## src/rtl/cordic_fx2fp_if.sv

```systemverilog
// Handshake bundle between the CORDIC core, this float converter and the result bus.
// The master side drives the fixed-point input and takes the result; the slave is the converter.
interface cordic_fx2fp_if #(
   parameter int unsigned W = 32
);
   logic         in_valid;
   logic         in_ready;
   logic [W-1:0] in_data;
   logic         out_valid;
   logic         out_ready;
   logic [31:0]  result;

   modport master (
      output in_valid,
      output in_data,
      output out_ready,
      input  in_ready,
      input  out_valid,
      input  result
   );

   modport slave (
      input  in_valid,
      input  in_data,
      input  out_ready,
      output in_ready,
      output out_valid,
      output result
   );
endinterface

```

## src/rtl/cordic_fx2fp.sv

```systemverilog
// Signed fixed-point (Q(W-FRAC).FRAC) to IEEE-754 single converter with one-bit-per-cycle
// normalisation and round-to-nearest-even.
module cordic_fx2fp #(
   parameter int unsigned W    = 32,
   parameter int unsigned FRAC = 30
) (
   input logic           clk,
   input logic           reset,
   input logic           clk_en,
   cordic_fx2fp_if.slave bus
);

   localparam int unsigned SW      = $clog2(W);
   localparam int unsigned EXPBIAS = 127 + W - 1 - FRAC;
   // Selects the bits below the guard bit; empty when W==25.
   localparam logic [W-1:0] STICKYMASK = (W'(1) << (W - 25)) - W'(1);

   typedef enum logic [1:0] {
      StIdle,
      StNorm,
      StRound,
      StDone
   } state_e;

   state_e        state_q, state_d;
   logic [W-1:0]  mag_q, mag_d;
   logic          sign_q, sign_d;
   logic [SW-1:0] s_q, s_d;
   logic [31:0]   result_q, result_d;

   logic [22:0]   mant;
   logic          guard;
   logic          sticky;
   logic          round_up;
   logic [23:0]   mant_rnd;
   logic [7:0]    exp_v;
   logic [31:0]   packed_fp;

   // Rounding datapath, valid while mag_q is normalised (MSB set) or zero.
   always_comb begin
      mant      = mag_q[W-2:W-24];
      guard     = mag_q[W-25];
      sticky    = |(mag_q & STICKYMASK);
      round_up  = guard & (sticky | mant[0]);
      mant_rnd  = {1'b0, mant} + 24'(round_up);
      exp_v     = 8'(EXPBIAS) - 8'(s_q) + 8'(mant_rnd[23]);
      packed_fp = mag_q[W-1] ? {sign_q, exp_v, mant_rnd[22:0]} : 32'h0000_0000;
   end

   always_comb begin
      state_d  = state_q;
      mag_d    = mag_q;
      sign_d   = sign_q;
      s_d      = s_q;
      result_d = result_q;
      unique case (state_q)
         StIdle: begin
            if (bus.in_valid) begin
               sign_d  = bus.in_data[W-1];
               mag_d   = bus.in_data[W-1] ? (~bus.in_data + W'(1)) : bus.in_data;
               s_d     = '0;
               state_d = (bus.in_data == '0) ? StRound : StNorm;
            end
         end
         StNorm: begin
            if (mag_q[W-1]) begin
               state_d = StRound;
            end else begin
               mag_d = mag_q << 1;
               s_d   = s_q + SW'(1);
            end
         end
         StRound: begin
            result_d = packed_fp;
            state_d  = StDone;
         end
         StDone: begin
            if (bus.out_ready) state_d = StIdle;
         end
         default: state_d = StIdle;
      endcase
   end

   always_ff @(posedge clk or negedge reset) begin
      if (!reset) begin
         state_q  <= StIdle;
         mag_q    <= '0;
         sign_q   <= 1'b0;
         s_q      <= '0;
         result_q <= '0;
      end else if (clk_en) begin
         state_q  <= state_d;
         mag_q    <= mag_d;
         sign_q   <= sign_d;
         s_q      <= s_d;
         result_q <= result_d;
      end
   end

   assign bus.in_ready  = (state_q == StIdle);
   assign bus.out_valid = (state_q == StDone);
   assign bus.result    = result_q;

endmodule

```

## src/flat_wrapper.sv

```systemverilog
// flat-port wrapper written by rule: the top's interface ports become plain ports
module cordic_fx2fp_flat 
#(
   parameter int unsigned W    = 32,
   parameter int unsigned FRAC = 30
)
  (clk, reset, clk_en, bus_in_valid, bus_in_data, bus_out_ready, bus_in_ready, bus_out_valid, bus_result);
  cordic_fx2fp_if #(.W(W)) bus_i ();
  input logic clk;
  input logic reset;
  input logic clk_en;
  input wire logic [$bits(bus_i.in_valid)-1:0] bus_in_valid;
  input wire logic [$bits(bus_i.in_data)-1:0] bus_in_data;
  input wire logic [$bits(bus_i.out_ready)-1:0] bus_out_ready;
  output wire logic [$bits(bus_i.in_ready)-1:0] bus_in_ready;
  output wire logic [$bits(bus_i.out_valid)-1:0] bus_out_valid;
  output wire logic [$bits(bus_i.result)-1:0] bus_result;
  assign bus_i.in_valid = bus_in_valid;
  assign bus_i.in_data = bus_in_data;
  assign bus_i.out_ready = bus_out_ready;
  assign bus_in_ready = bus_i.in_ready;
  assign bus_out_valid = bus_i.out_valid;
  assign bus_result = bus_i.result;
  cordic_fx2fp #(.W(W), .FRAC(FRAC)) u_core (.clk(clk), .reset(reset), .clk_en(clk_en), .bus(bus_i));
endmodule
```

## config.mk

```make
export PLATFORM = sky130hd
export DESIGN_NAME = cordic_fx2fp_flat
export DESIGN_NICKNAME = d
export VERILOG_FILES = /design/src/rtl/cordic_fx2fp_if.sv /design/src/rtl/cordic_fx2fp.sv /design/src/flat_wrapper.sv
export SDC_FILE = /design/constraint.sdc
export NUM_CORES = 1
export LEC_CHECK = 0
export ABC_AREA = 1
export CORE_ASPECT_RATIO = 0.5
export CORE_MARGIN = 2
export CORE_UTILIZATION = 47
export DETAILED_ROUTE_END_ITERATION = 16
export PLACE_DENSITY = 0.77
export SLEW_MARGIN = 30
export SYNTH_ARGS = -nofsm -noshare
export SYNTH_HDL_FRONTEND = slang
export SYNTH_SLANG_ARGS = --single-unit
export TNS_END_PERCENT = 20
```

## constraint.sdc

```tcl
create_clock -name clk -period 2.6 [get_ports clk]
set_input_delay 0.65 -clock clk [delete_from_list [all_inputs] [get_ports clk]]
set_output_delay 0.65 -clock clk [all_outputs]
set_load 0.05 [all_outputs]
```

==> summary.md <==
| Metric | Value |
|---|---|
| Worst-path clk slew | 0.06 ns |
| # rows | 25 |
| Status | completed |
| Layout cells sized above 1 | 0.0849 |
| Adder-Cell Fraction of Synth Area | 0.0239 |
| PwrDens | 1120 mW/mm^2 |
| Iter 0 DRT Violations | 508 |
| Pre-CTS WS | 0.270 ns |
| Top post-synthesis cells by area | dfrtp_1 (38%), nand2_1 (14%), nor2_1 (7.4%) |
| Post_cts resized | 0 |
| Simple-Gate Fraction of Synth Area | 0.355 |
| Sequential element share of the synthesized area | 0.382 |
| Die Area | 0.0109 sq mm |
| Critical path capture point type | output pin |
| Pins Over Slew Limit | 0 |
| Multiplexer share of the synthesized area | 0 |
| Main combinational cell family by area after synthesis | simple AND/OR/NAND/NOR gates |
| Critical Setup Path Class | reg2out |
| CP max FO | 4 |
| Arrival @ worst endpoint | 1.74 ns |
| Setup violations, final | 0 |
| Sum Neg Setup Slack | 0 ns |
| Vias | 4840 |
| Post-synth net total | 734 |
| Synth Flop Type | dfrtp_1 |
| Slowest cell on the critical path | clkdlybuf4s50_1 |
| Synth cell types | 41 |
| DRT Wirelength | 13.2 mm |
| Ys async rst share | 1.00 |
| Clock sinks | 72 |
| Worst min-delay path category | in2async |
| Peak VDD IR | 0.000487 V |
| Die height | 74.9 um |
| Synth top area share | 0.382 |
| Syn-to-layout area delta | 24.8% |
| Total global-route track usage | 0.259 |
| Maxcap violations | 0 |
| Cell area after layout | 0.00589 sq mm |
| Slew @ Worst Pin | 0.657 ns |
| Antenna violations before repair | 0 |
| Mapped cell area | 0.00472 sq mm |
| Port bufs | 70 |
| Clock tree root buffer cell | clkbuf_16 |
| Worst skew pair latency | 0.34 ns |
| Number of cells produced by synthesis | 688 |
| CTS tree | done |
| Lkg Pwr | 2.81 nW |
| IO Pins | 71 |
| Post-synth EDFFs | 0 |
| Drc violations | 0 |
| Final worst slack | 0.206 ns |
| Post-synth top area cell | dfrtp_1 |
| Worst path required time | 1.95 ns |
| Initial core utilization | 0.491 |
| R2R setup slack | 0.30 ns |
| Fin crit period | 2.39 ns |
| Remaining Overflow, GRT | 0 |
| Min Hold Slack | 0.340 ns |
| Synth Area per Inst | 6.86 sq um |
| Clock tree buffer depth | 2 |
| Final core occ | 0.613 |
| Detail Route Antenna Nets | 0 |
| Yosys warning count | 0 |
| Post-synthesis compound-gate area fraction | 0.149 |
| Fin crit share | 0.921 |
| Max stage delay on crit path | 0.81 ns |
| Detailed Routing Iterations Pass 1 | 5 |
| CTS buffer count | 9 |
| Final-layout fill cell count | 871 |
| Routability cong. | 0.922 |
| # diodes | 0 |
| Vias in the first global route | 4407 |
| Normalized max-slew margin | 0.562 |
| Vias per cell | 5.37 |
| Layout Nets | 807 |
| Placed Area | 0.00562 sq mm |
| FMAX | 418 MHz |
| Worst-path cell chain | ha_1 > clkdlybuf4s50_1 |
| Layout Skew | 0.00748 ns |
| Most frequent cells in the layout | nand2_1 (175), nor2_1 (93), dfrtp_1 (72) |
| RSZ-0062 raised after global routing | no |
| Fin. Hold Viols | 0 |
| CP startpoint kind | register |
| H-tree depth | 3 |
| Dpl hpwl | 10.1 mm |
| Post-CTS setup buffer count | 0 |
| CORE AREA | 0.00960 sq mm |
| Hold buffer count at CTS | 0 |
| Largest net degree at the start of global routing | 47 |
| Die Wd | 146 um |
| Routed length per placed instance | 14.7 um |
| First-pass GRT wire length | 22.1 mm |
| Commonest non-fill, non-tap cell in the layout | nand2_1 |
| Synth Area in XOR/XNOR | 0.0111 |
| Synthesized flop and latch total | 72 |
==> worst paths after layout <==
kind | startpoint | to | cells past startpoint
setup / recovery | u_core.state_q[1]$_DFFE_PN0P_ | bus_out_valid | 2
hold / removal | reset | u_core.mag_q[3]$_DFFE_PN0P_ | 1
setup reg to reg | u_core.mag_q[13]$_DFFE_PN0P_ | u_core.bus.result[27]$_DFFE_PN0P_ | 13
hold reg to reg | u_core.bus.result[16]$_DFFE_PN0P_ | u_core.bus.result[16]$_DFFE_PN0P_ | 2
max in group asynchronous | reset | u_core.bus.result[21]$_DFFE_PN0P_ | 2
min in group clk | u_core.bus.result[16]$_DFFE_PN0P_ | u_core.bus.result[16]$_DFFE_PN0P_ | 2
==> per-stage QoR <==
stage,cells,total power [mW]
5_1_grt,901,7.04
3_5_place_dp,885,5.41
6_report,901,6.58
4_1_cts,901,6.56
2_1_floorplan,688,4.31
3_3_place_gp,885,5.34
==> worst max-delay path, delay by kind of cell (launching register included) <==
family / cells / cell delay [ns]
buffers and inverters: 1 / 0.81
DFF: 1 / 0.40
adders and majority gates: 1 / 0.20
==> synthesized netlist by cell type (all sizes together), types with 4 or more instances <==
library cell,instances
a22oi,4
nand4,6
o211ai,5
xor2,4
nand3b,8
nor2,107
a21oi,62
ha,9
nand2,181
nand3,64
o21ai,41
buf,10
dfrtp,72
nor3,13
clkbuf,10
inv,72
==> cell type report <==
type                            instances  area (sq um)  area share
Tap cell                              135           169      0.0287
Inverter                               75           284      0.0482
Clock buffer                           12           246      0.0419
Clock inverter                          4          20.0     0.00340
Multi-Input combinational cell        521          2550       0.432
Sequential cell                        72          1800       0.306
Timing Repair Buffer                   82           821       0.139
==> power breakdown <==
part / switching, mW / total [mW] / internal, mW
logic: 2.24 / 3.37 / 1.13
registers: 0.477 / 2.09 / 1.61
clock network: 0.458 / 1.12 / 0.665
==> sequential cells by signal, summed over array words and instances (netlist names) <==
| signal | cells |
|---|---|
| u_core.bus.result | 32 |
| u_core.mag_q | 32 |
| u_core.s_q | 5 |
| u_core.sign_q | 1 |
| u_core.state_q | 2 |
==> metal layers <==
| metal | part of all wire | vias up | wire length [um] | GRT usage |
|---|---|---|---|---|
| li1 | - | 2399 | - | - |
| met1 | 0.51 | 2230 | 6690 | 0.384 |
| met2 | 0.39 | 190 | 5200 | 0.369 |
| met3 | 0.083 | 21 | 1100 | 0.0673 |
| met4 | 0.019 | 0 | 246 | 0.0850 |
| met5 | 0 | - | 0 | 0 |
==> cells by family (layout without fill, tap and decap cells) <==
logic type | count (synthesis) | after routing
and+or+nand+nor | 382 | 382
buffers and inverters | 95 | 173
xor gates and xnor gates | 6 | 6
adders and majority gates | 9 | 9
AOI/OAI and AO/OA | 124 | 124
DFF | 72 | 72
Power figures use the tool's default switching activity.
